File: src/rtl/reduce_gate_seq_pkg.sv
// Shared definitions for the reduce_gate_seq block.
//
// Holds the mode-select encodings for the reduction gate and the FSM state
// constants used by the self-sweep controller. The states are plain localparam
// constants rather than an enum so legacy tools can consume the same package.
package reduce_gate_seq_pkg;

  // Mode-select encodings. Codes 6 and 7 are reserved and produce a 0 result.
  localparam int unsigned MODE_AND  = 0;
  localparam int unsigned MODE_OR   = 1;
  localparam int unsigned MODE_XOR  = 2;
  localparam int unsigned MODE_XNOR = 3;
  localparam int unsigned MODE_NAND = 4;
  localparam int unsigned MODE_NOR  = 5;

  // Sweep controller states.
  localparam logic [1:0] StIdle  = 2'd0;
  localparam logic [1:0] StSweep = 2'd1;
  localparam logic [1:0] StDone  = 2'd2;

endpackage

File: src/rtl/reduce_gate_core.sv
// Combinational mode-selected reduction over a WIDTH-bit operand.
//
// Ports:
//   data_i  operand bits, bit 0 is the first gate input
//   mode_i  function select (AND, OR, XOR, XNOR, NAND, NOR; others reserved)
//   y_o     reduction result, 0 for reserved modes
module reduce_gate_core
  import reduce_gate_seq_pkg::*;
#(
  parameter int unsigned WIDTH  = 4,
  parameter int unsigned MODE_W = 3
) (
  input  logic [WIDTH-1:0]  data_i,
  input  logic [MODE_W-1:0] mode_i,
  output logic              y_o
);

  logic all_ones;
  logic any_one;
  logic parity;

  // The six functions are all derived from these three primitive reductions.
  assign all_ones = &data_i;
  assign any_one  = |data_i;
  assign parity   = ^data_i;

  always_comb begin
    y_o = 1'b0;
    case (mode_i)
      MODE_W'(MODE_AND):  y_o = all_ones;
      MODE_W'(MODE_OR):   y_o = any_one;
      MODE_W'(MODE_XOR):  y_o = parity;
      MODE_W'(MODE_XNOR): y_o = ~parity;
      MODE_W'(MODE_NAND): y_o = ~all_ones;
      MODE_W'(MODE_NOR):  y_o = ~any_one;
      default:            y_o = 1'b0;
    endcase
  end

endmodule

File: src/rtl/reduce_gate_seq.sv
// Registered reduction gate with valid/ready handshakes and an exhaustive
// self-sweep that counts how many of the 2^WIDTH input patterns give y=1.
//
// Ports:
//   clk          sole clock, rising edge
//   rst          synchronous active-high reset
//   mode         function select, sampled with in_data on acceptance
//   in_valid     in_data/mode are valid
//   in_data      operand bits
//   in_ready     operand accepted this cycle when in_valid is also high
//   out_valid    out_y holds a result
//   out_y        registered reduction result
//   out_ready    consumer takes the result
//   sweep_start  request an exhaustive self-sweep (honoured only in idle)
//   sweep_busy   high while the sweep walks the patterns
//   sweep_done   one-cycle pulse after the last pattern
//   sweep_ones   number of patterns with y=1 in the most recent sweep
module reduce_gate_seq
  import reduce_gate_seq_pkg::*;
#(
  parameter int unsigned WIDTH  = 4,
  parameter int unsigned MODE_W = 3
) (
  input  logic              clk,
  input  logic              rst,
  input  logic [MODE_W-1:0] mode,
  input  logic              in_valid,
  input  logic [WIDTH-1:0]  in_data,
  output logic              in_ready,
  output logic              out_valid,
  output logic              out_y,
  input  logic              out_ready,
  input  logic              sweep_start,
  output logic              sweep_busy,
  output logic              sweep_done,
  output logic [WIDTH:0]    sweep_ones
);

  localparam int unsigned PatW = WIDTH + 1;
  // Final pattern compared explicitly so the sweep never depends on wrap.
  localparam logic [PatW-1:0] LastPat = PatW'((64'd1 << WIDTH) - 64'd1);

  logic [1:0]        state_q, state_d;
  logic              out_valid_q, out_valid_d;
  logic              out_y_q, out_y_d;
  logic [MODE_W-1:0] sweep_mode_q, sweep_mode_d;
  logic [PatW-1:0]   pat_q, pat_d;
  logic [PatW-1:0]   ones_q, ones_d;

  logic              in_sweep;
  logic              accept;
  logic [WIDTH-1:0]  core_data;
  logic [MODE_W-1:0] core_mode;
  logic              core_y;

  assign in_sweep = (state_q == StSweep);

  // A pending sweep request blocks the operand so the sweep wins a tie.
  assign in_ready = (state_q == StIdle) && !sweep_start && (!out_valid_q || out_ready);
  assign accept   = in_valid && in_ready;

  // One shared gate: the sweep borrows it, normal traffic uses it otherwise.
  assign core_data = in_sweep ? pat_q[WIDTH-1:0] : in_data;
  assign core_mode = in_sweep ? sweep_mode_q : mode;

  reduce_gate_core #(
    .WIDTH  (WIDTH),
    .MODE_W (MODE_W)
  ) u_core (
    .data_i (core_data),
    .mode_i (core_mode),
    .y_o    (core_y)
  );

  // Sweep controller.
  always_comb begin
    state_d      = state_q;
    sweep_mode_d = sweep_mode_q;
    pat_d        = pat_q;
    ones_d       = ones_q;
    case (state_q)
      StIdle: begin
        if (sweep_start) begin
          state_d      = StSweep;
          sweep_mode_d = mode;
          pat_d        = '0;
          ones_d       = '0;
        end
      end
      StSweep: begin
        if (core_y) begin
          ones_d = ones_q + PatW'(1);
        end
        if (pat_q == LastPat) begin
          state_d = StDone;
        end else begin
          pat_d = pat_q + PatW'(1);
        end
      end
      StDone: begin
        state_d = StIdle;
      end
      default: begin
        state_d = StIdle;
      end
    endcase
  end

  // Result register. Sweep evaluations never reach it because accept is
  // impossible outside idle, so a held result survives a sweep untouched.
  always_comb begin
    out_valid_d = out_valid_q;
    out_y_d     = out_y_q;
    if (accept) begin
      out_valid_d = 1'b1;
      out_y_d     = core_y;
    end else if (out_ready) begin
      out_valid_d = 1'b0;
    end
  end

  always_ff @(posedge clk) begin
    if (rst) begin
      state_q      <= StIdle;
      out_valid_q  <= 1'b0;
      out_y_q      <= 1'b0;
      sweep_mode_q <= '0;
      pat_q        <= '0;
      ones_q       <= '0;
    end else begin
      state_q      <= state_d;
      out_valid_q  <= out_valid_d;
      out_y_q      <= out_y_d;
      sweep_mode_q <= sweep_mode_d;
      pat_q        <= pat_d;
      ones_q       <= ones_d;
    end
  end

  assign out_valid  = out_valid_q;
  assign out_y      = out_y_q;
  assign sweep_busy = in_sweep;
  assign sweep_done = (state_q == StDone);
  assign sweep_ones = ones_q;

endmodule
File: config.mk
export PLATFORM = sky130hd
export DESIGN_NAME = reduce_gate_seq
export DESIGN_NICKNAME = d
export VERILOG_FILES = /design/src/rtl/reduce_gate_seq_pkg.sv /design/src/rtl/reduce_gate_core.sv /design/src/rtl/reduce_gate_seq.sv
export SDC_FILE = /design/constraint.sdc
export NUM_CORES = 1
export LEC_CHECK = 0
export CAP_MARGIN = 10
export CELL_PAD_IN_SITES_DETAIL_PLACEMENT = 1
export CELL_PAD_IN_SITES_GLOBAL_PLACEMENT = 2
export CORE_ASPECT_RATIO = 0.75
export CORE_MARGIN = 4
export CORE_UTILIZATION = 26
export DETAILED_ROUTE_END_ITERATION = 12
export PLACE_DENSITY_LB_ADDON = 0.15
export SYNTH_ARGS = -nofsm -noshare
export SYNTH_HDL_FRONTEND = slang
export SYNTH_SLANG_ARGS = --single-unit
File: constraint.sdc
create_clock -name clk -period 2.5 [get_ports clk]
set_input_delay 0.25 -clock clk [delete_from_list [all_inputs] [get_ports clk]]
set_output_delay 0.25 -clock clk [all_outputs]
set_load 0.05 [all_outputs]
Word-level counts from Yosys, hierarchy flattened --
Index checks and enable logic that the tools add are counted.
Storage, ports and cells: input port bits 12, bits in registers 17
Cells by class: bitwise operators 3, reduce and logical (&&, ||, !) cells 17, equality and inequality tests 12, add/sub/neg operators 2, mux-type cells 13
Operators with widths (number):
- $pmux 5 s2 | 2
- $mux 5 | 3
- $add 5x1->5 const B | 2
- $eq 3x2->1 const B | 2
- $eq 3x3->1 const B | 2
- $pmux 1 s6 | 1
- $reduce_and 3->1 | 2
- $eq 5x4->1 const B | 1
- $mux 2 | 2
- $mux 4 | 1
- $ne 2x1->1 const B | 2
- $ne 2x2->1 const B | 2
- $pmux 2 s2 | 1
- $reduce_and 2->1 | 2
- $reduce_and 4->1 | 1
- $reduce_bool 2->1 | 2
- $reduce_or 4->1 | 1
- $reduce_xor 4->1 | 1
- $eq 3x1->1 const B | 1
- $logic_and 1x1->1 | 3
- $logic_not 3->1 | 1
- $mux 3 | 1
- $not 1->1 | 3
- $eq 2x1->1 const B | 1
- other kinds (5) | 7

Logic depth before layout (Yosys ltp) --
depth in word-level cells 7, gate-level depth with buffers 11, mapped depth without buffers 11

By module --
Synthesis repeated with hierarchy kept, for this count alone.
Unflattened totals: cells, all modules 109, area, all modules 1038.5 µm²
By module, submodules not included:
- reduce_gate_seq | instances 1, cells each 93, area an instance 899.6 µm²
- reduce_gate_core | instances 1, cells each 16, area an instance 138.9 µm²

Worst setup path before layout --
No wires, ideal clock.
path kind register to register, from reg out_valid_q (netlist: out_valid), to reg out_y_q (netlist: out_y), path slack -0.422 ns, arrival 2.834 ns, required time 2.411 ns, period minus slack after synthesis 2.922 ns, cell stages (with the launch flop) 5, cells stage by stage dfxtp_1 > nand2b_1 > nor4b_1 > nand2_1 > o31ai_1
On the way: cells in the longest elaborated chain, start to end 4
Ends and longest elaborated chain:
- start: declaration | line reduce_gate_seq.sv:44 | logic out_valid_q, out_valid_d;
- start signal: assignment | line reduce_gate_seq.sv:132 | out_valid_q <= out_valid_d;
- $logic_not 1->1 | line reduce_gate_seq.sv:59 | assign in_ready = (state_q == StIdle) && !sweep_start && (!out_valid_q || out_ready);
- $logic_or 1x1->1 | line reduce_gate_seq.sv:59
- $logic_and 1x1->1 | line reduce_gate_seq.sv:59
- net in_ready | line reduce_gate_seq.sv:29 | output logic in_ready,
- $logic_and 1x1->1 | line reduce_gate_seq.sv:60 | assign accept = in_valid && in_ready;
- end signal: assignment | line reduce_gate_seq.sv:133 | out_y_q <= out_y_d;
- end: declaration | line reduce_gate_seq.sv:45 | logic out_y_q, out_y_d;
The timed path passes the listed nets, and every way through them passes these cells. A chain may end at the register's enable or synchronous reset.

Final worst setup path --
from reg state_q[1], to reg ones_q[2] (netlist: sweep_ones[2])
On the way: cells in the longest elaborated chain, start to end 7, elaborated cells on any way between the ends 22, those cells by class eq/ne: 8; mux: 4; bitwise: 3; reduce/logical: 7
Ends and longest elaborated chain:
- start: declaration | line reduce_gate_seq.sv:43 | logic [1:0] state_q, state_d;
- start signal: assignment | line reduce_gate_seq.sv:124 | state_q <= StIdle;
- start signal: assignment | line reduce_gate_seq.sv:131 | state_q <= state_d;
- $eq 2x1->1 | line reduce_gate_seq.sv:56, reduce_gate_seq.sv:81
- $mux 4 | line reduce_gate_seq.sv:63 | assign core_data = in_sweep ? pat_q[WIDTH-1:0] : in_data;
- $reduce_or 4->1, or another cell as far along | line reduce_gate_core.sv:24 | assign any_one = |data_i;
- $not 1->1 (on tied branches) | line reduce_gate_core.sv:35, reduce_gate_core.sv:33, reduce_gate_core.sv:34
- $pmux 1 s6 | line reduce_gate_core.sv:29 | case (mode_i)
- $ne 2x1->1 (no source line)
- $reduce_and 3->1 (no source line)
- end signal: assignment | line reduce_gate_seq.sv:136 | ones_q <= ones_d;
- end: declaration | line reduce_gate_seq.sv:48 | logic [PatW-1:0] ones_q, ones_d;
Several ways; a longest one is shown, not always the timed one.

==> results by group <==
Timing
  – Slew HR: 66.4%
  – Worst hold slack: ~500 ps
  – Final setup vio count: 0
  – RSZ-0062 raised after global routing: yes
  – Crit share post-route: 99.1%
  – Post-layout min period: 2480 ps
  – Highest Clock Rate: 403 MHz
  – Setup Skew: 6.96 ps
  – Tightest Pin Transition: about 500 ps
  – PnR worst setup slack: 21.3 ps
  – Slew Limit Fails: 0
  – Final hold violations: 0

Place
  – Placed Area: around 1400 sq um
  – GPL Wtd Cong: 0.760
  – Pre-CTS WS: -138 ps
  – Placed Cells: between 200 and 250
  – I/O Buffers: 21
  – Post-detail-place hpwl: 2.25 mm

Logic synthesis
  – Yosys top cell area share: around 33%
  – Post-synthesis adder-cell area fraction: 8.40%
  – Sequential share of the synthesized area: between 30% and 40%
  – Post-Synth Simple-Gate Area: 31.3%
  – Yosys reg bits: 17
  – Syn avg cell area: 8.69 sq um
  – Distinct cells, synth: 38
  – Mapped cell area: roughly 1000 sq um
  – Post-synth top flop: dfxtp_1
  – Largest family of logic cells by synthesized area: simple AND/OR/NAND/NOR gates
  – Mux contribution to synthesized area: 4.80%
  – Post-Synthesis Cells: 120
  – Synth area leader: dfxtp_1
  – Warnings, synthesis: 0
  – Synth area leaders: dfxtp_1 33%, ha_1 8.4%, nand2_1 6.8%, nor2_1 5.0%, mux2i_1 4.8%
  – Number of synthesized flops with an enable pin: 0
  – Post-synth net total: 139
  – Synth async-reset ratio: 0%
  – Post-synthesis xor/xnor area fraction: 6.12%
  – Synth Area in Compound Gates: around 13%

Worst setup path
  – Worst path cell trace: nand2b_4 -> inv_6 -> nand2_2 -> nand2_4 -> ha_4 -> xor3_1 -> and3_4 -> or3_4 -> o211ai_2 -> nor3b_4 -> a211o_1
  – Req. time, crit path: approximately 2700 ps
  – Crit path arrival time: 2680 ps
  – Crit-path max FO: 5
  – Worst Setup Path Type: reg2reg
  – Critical path launch point type: register
  – Largest incremental delay on the critical path: 370 ps
  – Crit-path slowest cell: or3_4
  – CP Capture Type: register

CTS
  – Max Buffers Root-to-Sink: 2
  – CTS tree: built
  – H-Tree Depth: 1
  – Hold_buf cts: 0
  – Num CTS Buffers: 3
  – Clock Pin Slew Worst Setup and Hold Paths: roughly 70 ps
  – Clock latency on the worst-skew pair: 250 ps
  – Clock sink total: 17
  – Root buffer cell: clkbuf_8

Global routing
  – First-pass GRT wire length: ~5.0 mm
  – Pin count of the biggest net entering global routing: 16
  – GR met2 Demand/Resource: 20.5%
  – Initial antenna violation count: 0
  – Met3 Track Usage GR: roughly 3.9%
  – Met1 Use GR: approximately 17%
  – GRT Max-Usage Layer: met2
  – Vias in the first global route: roughly 1100
  – Grt total ovfl: 0
  – Overall Global Routing Usage: 12.6%

Run status
  – Outcome: complete, no violations

Cells and area
  – Ant. Diodes: 0
  – Seq. cell area: 343 sq um
  – Share of layout cells above drive strength 1: between 20% and 30%
  – Fillcell total: 450
  – Multi-input gate area: 737 sq um
  – Commonest non-fill, non-tap cell in the layout: clkdlybuf4s50_1
  – Area grow syn2layout: 51.1%
  – Cell area after layout: 1580 sq um
  – Fin cells: around 210
  – Final net count: between 150 and 200
  – Most frequent cells in the layout: 20 x clkdlybuf4s50_1, 19 x buf_4, 15 x dfxtp_1

Floorplan
  – Initial Util: between 20% and 30%
  – DIE AREA: 5100 sq um
  – Die height: 62.8 um
  – Ports: 22
  – Placeable Area: roughly 3800 sq um
  – Die width: 81.1 um
  – Row Count: 19

Power
  – P_leak: just under 0.0007 uW
  – Worst vdd ir: 228 uV
  – PwrDens: 465 nW/um^2

Drt
  – Initial DRC count: 91
  – Drt drc: 0
  – Routed vias/inst: 4.67
  – Antenna-violating nets left: 0
  – Routed len/inst: 13.6 um
  – Via count: 1000
  – Drt first pass iters: 4
  – Final WL: 2.91 mm

Run
  – Max-Cap Viols: 0

Hold path
  – Min-Delay Path Class: reg2reg
[final cells by class]
type                       count  area share [%]
multi-input combinational     94            46.8
timing repair buffer          40            22.5
sequential                    17            21.8
tap                           52            4.13
clock buffer                   4            2.86
inverter                       7            1.99
[Yosys cell counts, types with 2 or more instances]
cell type,number
o221ai_1,2
nor3_1,5
nand2_1,19
o31ai_1,3
a21o_1,3
nor2b_1,2
dfxtp_1,17
o211ai_2,2
clkbuf_1,2
a21oi_1,3
xor2_1,2
inv_1,6
mux2i_1,5
nand3_1,4
nor2_1,14
ha_1,7
nor4b_1,2
and2_1,2
[power by group]
part	switching (uW)	leakage, uW	internal [uW]
Clock	92.8	0.0000228	113
Sequential	11.6	0.000139	281
Combinational	113	0.000533	120
Total	218	0.000694	514
[worst max-delay path, delay by kind of cell (launching register included)]
kind                     cells  cell delay (ps)
buffers and inverters        1               90
flip-flops                   1              320
AND/OR/NAND/NOR              6             1130
AO/OA/AOI/OAI                2              340
XOR/XNOR                     1              340
adder cells (fa/ha/maj)      1              210
[metrics by stage]
stage / setup TNS [ps] / power (uW) / util, %
floorplan: -5.40 / 432 / -
global placement: -378 / 502 / 37.8
detailed placement: -571 / 505 / 37.8
CTS: -10.0 / 737 / 41.5
global route: -452 / 781 / 41.9
finish: 0 / 732 / 41.9
[registers in the layout, summed over array words and instances (netlist names)]
register,count
sweep_ones,5
pat_q,5
sweep_mode_q,3
state_q,2
out_valid,1
out_y,1
[logic make-up after synthesis]
kind of cell / count (synthesis)
buffers and inverters: 9
muxes: 5
xor gates and xnor gates: 4
DFF: 17
AOI/OAI and AO/OA: 18
adders and majority gates: 7
and+or+nand+nor: 60
[timing repair]
action | CTS | global route
pin swaps | 10 | 5
setup buffers | 8 | 1
resized for setup | 8 | 2
hold endpoints to repair | 0 | 0
cloned | 0 | 0
setup endpoints to repair | 4 | 6
[worst paths after layout]
check              from       endpoint  slack [ps]  cells past startpoint
min               out_y          out_y         500                      2
max          state_q[1]  sweep_ones[2]          20                     11
max reg2reg  state_q[1]  sweep_ones[2]          20                     11
min reg2reg       out_y          out_y         500                      2
[routing by layer]
metal / up-vias / part of all wire, % / routed length, um
li1: 509 / - / -
met1: 472 / 50 / 1460
met2: 17 / 45 / 1310
met3: 2 / 4.2 / 121
met4: 0 / 0.41 / 12
met5: - / 0 / 0
Note: power is estimated with default switching activity, not from simulation.
